File: config.mk
export PLATFORM = sky130hd
export DESIGN_NAME = branch_predictor
export DESIGN_NICKNAME = d
export VERILOG_FILES = /design/src/rtl/branch_predictor.sv
export SDC_FILE = /design/constraint.sdc
export NUM_CORES = 1
export LEC_CHECK = 0
export CORE_ASPECT_RATIO = 0.75
export CORE_MARGIN = 1.5
export CORE_UTILIZATION = 62
export CTS_CLUSTER_DIAMETER = 200
export DETAILED_ROUTE_END_ITERATION = 10
export DONT_BUFFER_PORTS = 1
export GPL_ROUTABILITY_DRIVEN = 0
export PLACE_DENSITY = 0.78
export SLEW_MARGIN = 10
export SYNTH_ARGS = -nofsm -noshare
export SYNTH_HDL_FRONTEND = slang
export SYNTH_SLANG_ARGS = --single-unit
export TNS_END_PERCENT = 10
File: constraint.sdc
create_clock -name clk -period 4.4 [get_ports clk]
set_input_delay 0.88 -clock clk [delete_from_list [all_inputs] [get_ports clk]]
set_output_delay 0.88 -clock clk [all_outputs]
set_load 0.01 [all_outputs]
File: src/rtl/branch_predictor.sv
// Dynamic 2-bit branch predictor with ID/EX tracking, misprediction redirect and statistics.
// Define BRPRED_BHT_EN for a PC-indexed table of ENTRIES counters; otherwise one global counter.
module branch_predictor #(
  parameter int ENTRIES = 16,
  parameter int CNT_W   = 16
) (
  input  logic             clk,
  input  logic             rst,
  input  logic             stall,
  input  logic             bubble,
  input  logic [31:0]      id_pc,
  input  logic             id_beq,
  input  logic             id_bne,
  input  logic [31:0]      id_imm,
  output logic             pred_taken,
  output logic [31:0]      pred_target,
  input  logic             ex_taken,
  output logic             mispredict,
  output logic [31:0]      redirect_pc,
  output logic [CNT_W-1:0] br_cnt,
  output logic [CNT_W-1:0] miss_cnt
);

  function automatic logic [1:0] sat_update(input logic [1:0] c, input logic taken);
    if (taken) return (c == 2'b11) ? c : c + 2'b01;
    else       return (c == 2'b00) ? c : c - 2'b01;
  endfunction

  logic        is_br;
  logic        commit;
  logic [1:0]  lookup_ctr;
  logic        ex_valid;
  logic        ex_pred;
  logic [31:0] ex_pc;
  logic [31:0] ex_target;

  assign is_br       = id_beq | id_bne;
  assign pred_taken  = is_br & lookup_ctr[1];
  assign pred_target = id_pc + id_imm;

  // ex_valid marks a predicted branch sitting in EX; it resolves (and is consumed)
  // on the first non-stall edge, with ex_taken sampled only while ex_valid is high.
  assign mispredict = ex_valid & (ex_taken ^ ex_pred);
  assign commit     = ex_valid & ~stall;

  // Outside a mispredict the fall-through of the EX slot is shown.
  always_comb begin
    redirect_pc = ex_pc + 32'd4;
    if (mispredict && !ex_pred) redirect_pc = ex_target;
  end

`ifdef BRPRED_BHT_EN
  localparam int IDX_W = $clog2(ENTRIES);

  logic [IDX_W-1:0] id_idx;
  logic [IDX_W-1:0] ex_idx;
  logic [1:0]       ctr [ENTRIES];

  assign id_idx     = id_pc[IDX_W+1:2];
  assign lookup_ctr = ctr[id_idx];

  always_ff @(posedge clk) begin
    if (rst)        ex_idx <= '0;
    else if (!stall) ex_idx <= id_idx;
  end

  // Lookup reads the pre-update value; a same-index write shows up next cycle.
  always_ff @(posedge clk) begin
    if (rst) begin
      for (int i = 0; i < ENTRIES; i++) ctr[i] <= 2'b01;
    end else if (commit) begin
      ctr[ex_idx] <= sat_update(ctr[ex_idx], ex_taken);
    end
  end
`else
  logic [1:0] ctr;

  assign lookup_ctr = ctr;

  always_ff @(posedge clk) begin
    if (rst)         ctr <= 2'b01;
    else if (commit) ctr <= sat_update(ctr, ex_taken);
  end
`endif

  // A mispredict squashes the ID instruction, so it never enters the EX slot.
  always_ff @(posedge clk) begin
    if (rst) begin
      ex_valid  <= 1'b0;
      ex_pred   <= 1'b0;
      ex_pc     <= 32'd0;
      ex_target <= 32'd0;
    end else if (!stall) begin
      ex_valid  <= is_br & ~bubble & ~mispredict;
      ex_pred   <= pred_taken;
      ex_pc     <= id_pc;
      ex_target <= pred_target;
    end
  end

  always_ff @(posedge clk) begin
    if (rst) begin
      br_cnt   <= '0;
      miss_cnt <= '0;
    end else if (commit) begin
      if (br_cnt != '1)                miss_cnt <= miss_cnt;
      if (br_cnt != '1)                br_cnt   <= br_cnt + 1'b1;
      if (mispredict && miss_cnt != '1) miss_cnt <= miss_cnt + 1'b1;
    end
  end

endmodule
# Word-level counts from Yosys, hierarchy flattened
# Cells that the tools add are included.
[classes]
mux = 4
n_reduce_logical = 7
addsub = 6
bitwise = 10
n_eq_ne = 5
[ops]
columns = ["op", "n"]
rows = [
  ["adder 16 x 1 -> 16 bit, second input constant", 2],
  ["adder 32 x 3 -> 32 bit, second input constant", 1],
  ["adder 32 bit", 1],
  ["2-to-1 mux 32 bit", 1],
  ["inequality test 16 bit, second input constant", 2],
  ["2-to-1 mux 2 bit", 3],
  ["AND 1 bit", 5],
  ["inequality test 2 bit, second input constant", 2],
  ["AND reduction 2 bit", 2],
  ["NOT 1 bit", 3],
  ["AND reduction 3 bit", 1],
  ["adder 2 x 1 -> 2 bit, second input constant", 1],
  ["== test 2 bit, second input constant", 1],
  ["logical AND 1 bit", 2],
  ["zero test 2 bit", 1],
  ["subtractor 2 x 1 -> 2 bit, second input constant", 1],
  ["zero test 1 bit", 1],
  ["bitwise OR 1 bit", 1],
  ["XOR 1 bit", 1],
]
[totals]
input_bits = 71
out_inout_bits = 98
regBits = 100

# Depth between registers and ports, before layout
[logic_depth]
ltp_word = 4
ltp_mapped = 11

# Least setup slack after synthesis
# Ideal clock, no wire load.
[synth_path]
kind = "in2out"
start = "input port id_pc[0]"
end = "output port pred_target[30]"
arrival_ps = 3298
t_required_ps = 3520
path_buffers = 0
path_slack_ps = 222
stages = 11
path_cell_list = "ha_1 > fa_1 > a211oi_1 > o21ai_1 > a21o_1 > a21oi_1 > o21ai_1 > a311o_1 > a41oi_2 > nand2b_1 > xnor2_1"
[synth_between]
elab_chain_len = 1
[synth_rtl]
columns = ["item", "line_no", "rtl"]
rows = [
  ["start, declared", "11", "input logic [31:0] id_pc,"],
  ["adder 32 bit", "39", "assign pred_target = id_pc + id_imm;"],
  ["end, declared", "16", "output logic [31:0] pred_target,"],
]
# Every way passes these cells.

# Worst setup path in the final report
# Ends and elaborated chain as after synthesis.

==> run_results.csv <==
group,metric,value,unit
logic_synthesis,yosysWarnings,0,
clock_tree,postCtsHoldBufs,0,
route,drtIter0Drc,373,
cells_and_area,fillCellCount,828,
placed_design,dp_hpwl,12200,µm
critical_path,max_stage_delay,410,ps
critical_path,cp.required,3520,ps
timing,fmax,238,MHz
clock_tree,cts_buffers,9,
pwr,power.total,0.00235,W
logic_synthesis,synth_compound_area_share,15.4,%
cells_and_area,layout_common_cells,"nor2_1, dfxtp_1, a21oi_1, nand2_1, mux2i_1",
logic_synthesis,synthXorXnorAreaFrac,12.0,%
critical_path,path_max_fanout,3,
grt,met2_usage,48.2,%
critical_path,end_kind,"primary output",
pwr,cellPowerDensity,346,nW/µm²
pwr,internal-power,0.00161,W
logic_synthesis,ys_seq_area_share,31.2,%
route,drt_wl_total,16600,µm
logic_synthesis,yosys.area_share.simple,22.4,%
clock_tree,cts_tree,"yes",
cells_and_area,layout_commonest_cell,"nor2_1",
cells_and_area,antenna_cells,0,
timing,grt_setup_unrepaired,"false",
timing,worst_pin_slew,800,ps
flow_run,drv_cap,0,
grt,use_met3,8.79,%
clock_tree,clockRootBuffer,"clkbuf_16",
floorplanning,fp-row-count,31,
logic_synthesis,avgSynthCellArea,8.05,µm²
pwr,p_sw_share,31.3,%
pwr,pwr-share-clk,35.1,%
critical_path,arrival,3330,ps
route,ant_nets,0,
floorplanning,dieArea,11000,µm²
floorplanning,start_util,65.2,%
cells_and_area,area_growth,5.41,%
worst_hold_path,holdCritPathClass,"reg2reg",
logic_synthesis,synthAdderAreaFrac,6.93,%
critical_path,crit_top_cell,"o21ai_1",
placed_design,io_buffers,0,
floorplanning,die_y,91.2,µm
route,avgRoutedWirePerCell,18.2,µm
cells_and_area,fin_nets,884,
logic_synthesis,syn-num-nets,904,
pwr,power.leakage,2.85,nW
critical_path,cp_cell_sequence,"ha_1 -> fa_2 -> a211oi_4 -> o21ai_1 -> a21o_1 -> a21oi_2 -> o21ai_1 -> a311o_1 -> a41oi_2 -> nand2b_1 -> xnor2_1 -> buf_4",
logic_synthesis,synth_area,6430,µm²
route,post-route-drc-count,0,
timing,setup_viol,0,
critical_path,start_kind,"input port",
logic_synthesis,synth_top_family_by_area,"simple AND/OR/NAND/NOR gates",
floorplanning,ios,169,
logic_synthesis,synth_mux_area_share,8.00,%
logic_synthesis,synth-main-ff-cell,"dfxtp_1",
floorplanning,core,9850,µm²
logic_synthesis,ys_ff_latch,100,
worst_hold_path,holdPathStages,2,
pwr,ir_drop,0.238,mV
critical_path,cp_slowest_cell,"a311o_1",
timing,finalSetupTns,0,ps
route,viasPerCell,6.21,
grt,grt_usage,29.7,%
clock_tree,clk_pin_slew,70,ps
cells_and_area,drive_gt1_share,6.39,%
pwr,seq_power_share,42.6,%
pwr,p_switching,0.000733,W
timing,slew_headroom,46.6,%
timing,finalHoldViolations,0,
critical_path,worst_r2r_path_depth,8,
clock_tree,cts.sinks,100,
floorplanning,fp.dieW,121,µm
grt,grt_max_degree,106,
timing,period_minus_slack,4210,ps
logic_synthesis,synth-edff-count,0,
grt,use_met1,38.9,%
logic_synthesis,ys_types,60,
timing,finalCritPeriodShare,95.6,%
clock_tree,cts_buffer_depth,2,
grt,grt_busiest_layer,"met2",
route,firstDrtPassIters,5,
pwr,pwr-share-comb,22.3,%
logic_synthesis,synthCells,798,
grt,first_global_vias,5482,
clock_tree,h-tree-depth,3,
timing,skew,4.31,ps
grt,grt_overflow,0,
timing,slew_violations,0,
logic_synthesis,synthArstFlopShare,0,%
status,status,"finished, final reports clean",
grt,antenna_found_initial,0,
clock_tree,clk_latency,340,ps
route,vias,5681,
critical_path,critPathKind,"in2out",
grt,grt_pass1_wl,26600,µm
-- flip-flops by register name, indices dropped and copies added, names as in the netlist --
register and count:
miss_cnt 16, ex_target 32, ex_pc 32, ex_valid 1
ctr 2, br_cnt 16, ex_pred 1
-- repair_timing --
| item | 4_1_cts | 5_1_grt |
|---|---|---|
| buffers inserted | 0 | 1 |
| pin swaps | 0 | 2 |
| endpoints found under the setup margin | 1 | 1 |
| gates cloned | 0 | 0 |
| gates resized for setup | 1 | 3 |
-- power by group through the flow --
stage | combinational, W | sequential (W) | clock, W
final | 0.000523 | 0.000999 | 0.000824
after global routing | 0.000571 | 0.00101 | 0.000870
after CTS | 0.000514 | 0.000997 | 0.000838
after detailed placement | 0.000509 | 0.00102 | 0
after global placement | 0.000494 | 0.00101 | 0
after floorplan | 0.000443 | 0.00101 | 0
-- metrics by stage --
stage / std cells / cell area [µm²] / hold slack (ps) / worst slack [ps] / utilization (%)
finish: 915 / 6770 / 467 / 193 / 68.8
global route: 915 / 6770 / 482 / 3.96 / 68.8
floorplan: 798 / 6430 / 441 / 222 / -
CTS: 914 / 6750 / 457 / 41.1 / 68.5
detailed placement: 898 / 6440 / 446 / 7.20 / 65.4
global placement: 898 / 6440 / 441 / 48.1 / 65.4
-- logic make-up after synthesis --
family	count (synthesis)
buffers and inverters	53
DFF	100
and+or+nand+nor	316
adders and majority gates	35
xor gates and xnor gates	88
AOI/OAI and AO/OA	155
muxes	51
-- cell usage after synthesis, types with 3 or more instances --
| cell | instances | area share, % |
|---|---|---|
| buf_1 | 4 | 0.23 |
| xnor2_1 | 41 | 5.6 |
| nor4_1 | 4 | 0.39 |
| and3_1 | 20 | 1.9 |
| dfxtp_1 | 100 | 31 |
| clkbuf_1 | 26 | 1.5 |
| a21oi_1 | 78 | 6.1 |
| nand3_1 | 28 | 2.2 |
| inv_1 | 13 | 0.76 |
| or3_1 | 3 | 0.29 |
| o21ai_0 | 13 | 1.0 |
| o31a_1 | 3 | 0.41 |
| o21a_1 | 5 | 0.58 |
| nor2b_1 | 4 | 0.39 |
| buf_6 | 5 | 0.88 |
| o21ai_1 | 4 | 0.31 |
| nand2_1 | 77 | 4.5 |
| a21o_2 | 3 | 0.41 |
| nor2_1 | 139 | 8.1 |
| o21bai_1 | 4 | 0.47 |
| xor2_1 | 47 | 6.4 |
| o211ai_1 | 3 | 0.35 |
| nand4_1 | 13 | 1.3 |
| and4_1 | 6 | 0.82 |
| mux2_2 | 3 | 0.53 |
| nor3_1 | 7 | 0.55 |
| a31oi_1 | 4 | 0.39 |
| a211oi_1 | 3 | 0.35 |
| a21o_1 | 12 | 1.4 |
| mux2i_1 | 48 | 7.5 |
| ha_1 | 34 | 6.6 |
| nand2b_1 | 4 | 0.39 |
-- routing by layer --
layer	share of wire, %	up-vias
met1	43	2698
met2	47	240
li1	-	2728
met4	0.91	0
met3	9.2	15
met5	0	-
-- final timing paths --
check                        startpoint                          to  slack [ps]
max reg2reg    miss_cnt[7]$_SDFFE_PP0P_    miss_cnt[8]$_SDFFE_PP0P_        2000
min          ex_target[15]$_SDFFE_PP0N_  ex_target[15]$_SDFFE_PP0N_         470
max                            id_pc[0]             pred_target[30]         190
min reg2reg  ex_target[15]$_SDFFE_PP0N_  ex_target[15]$_SDFFE_PP0N_         470
-- worst max-delay path: cells and delay by family --
| family | cells | cell delay (ps) |
|---|---|---|
| compound gates | 7 | 1460 |
| fa+ha+maj | 2 | 600 |
| xor+xnor | 1 | 150 |
| buf+inv | 1 | 140 |
| simple gates | 1 | 100 |
-- layout make-up --
cell class                 count  area [µm²]  area share [%]
inverter                      13        48.8           0.720
clock inverter                 7        81.3            1.20
tap                          132         165            2.44
multi-input combinational    645        4180            61.8
clock buffer                   9         225            3.32
timing repair buffer           9        67.6           0.997
sequential                   100        2000            29.6
No activity file was read; power rests on OpenSTA's default activity.
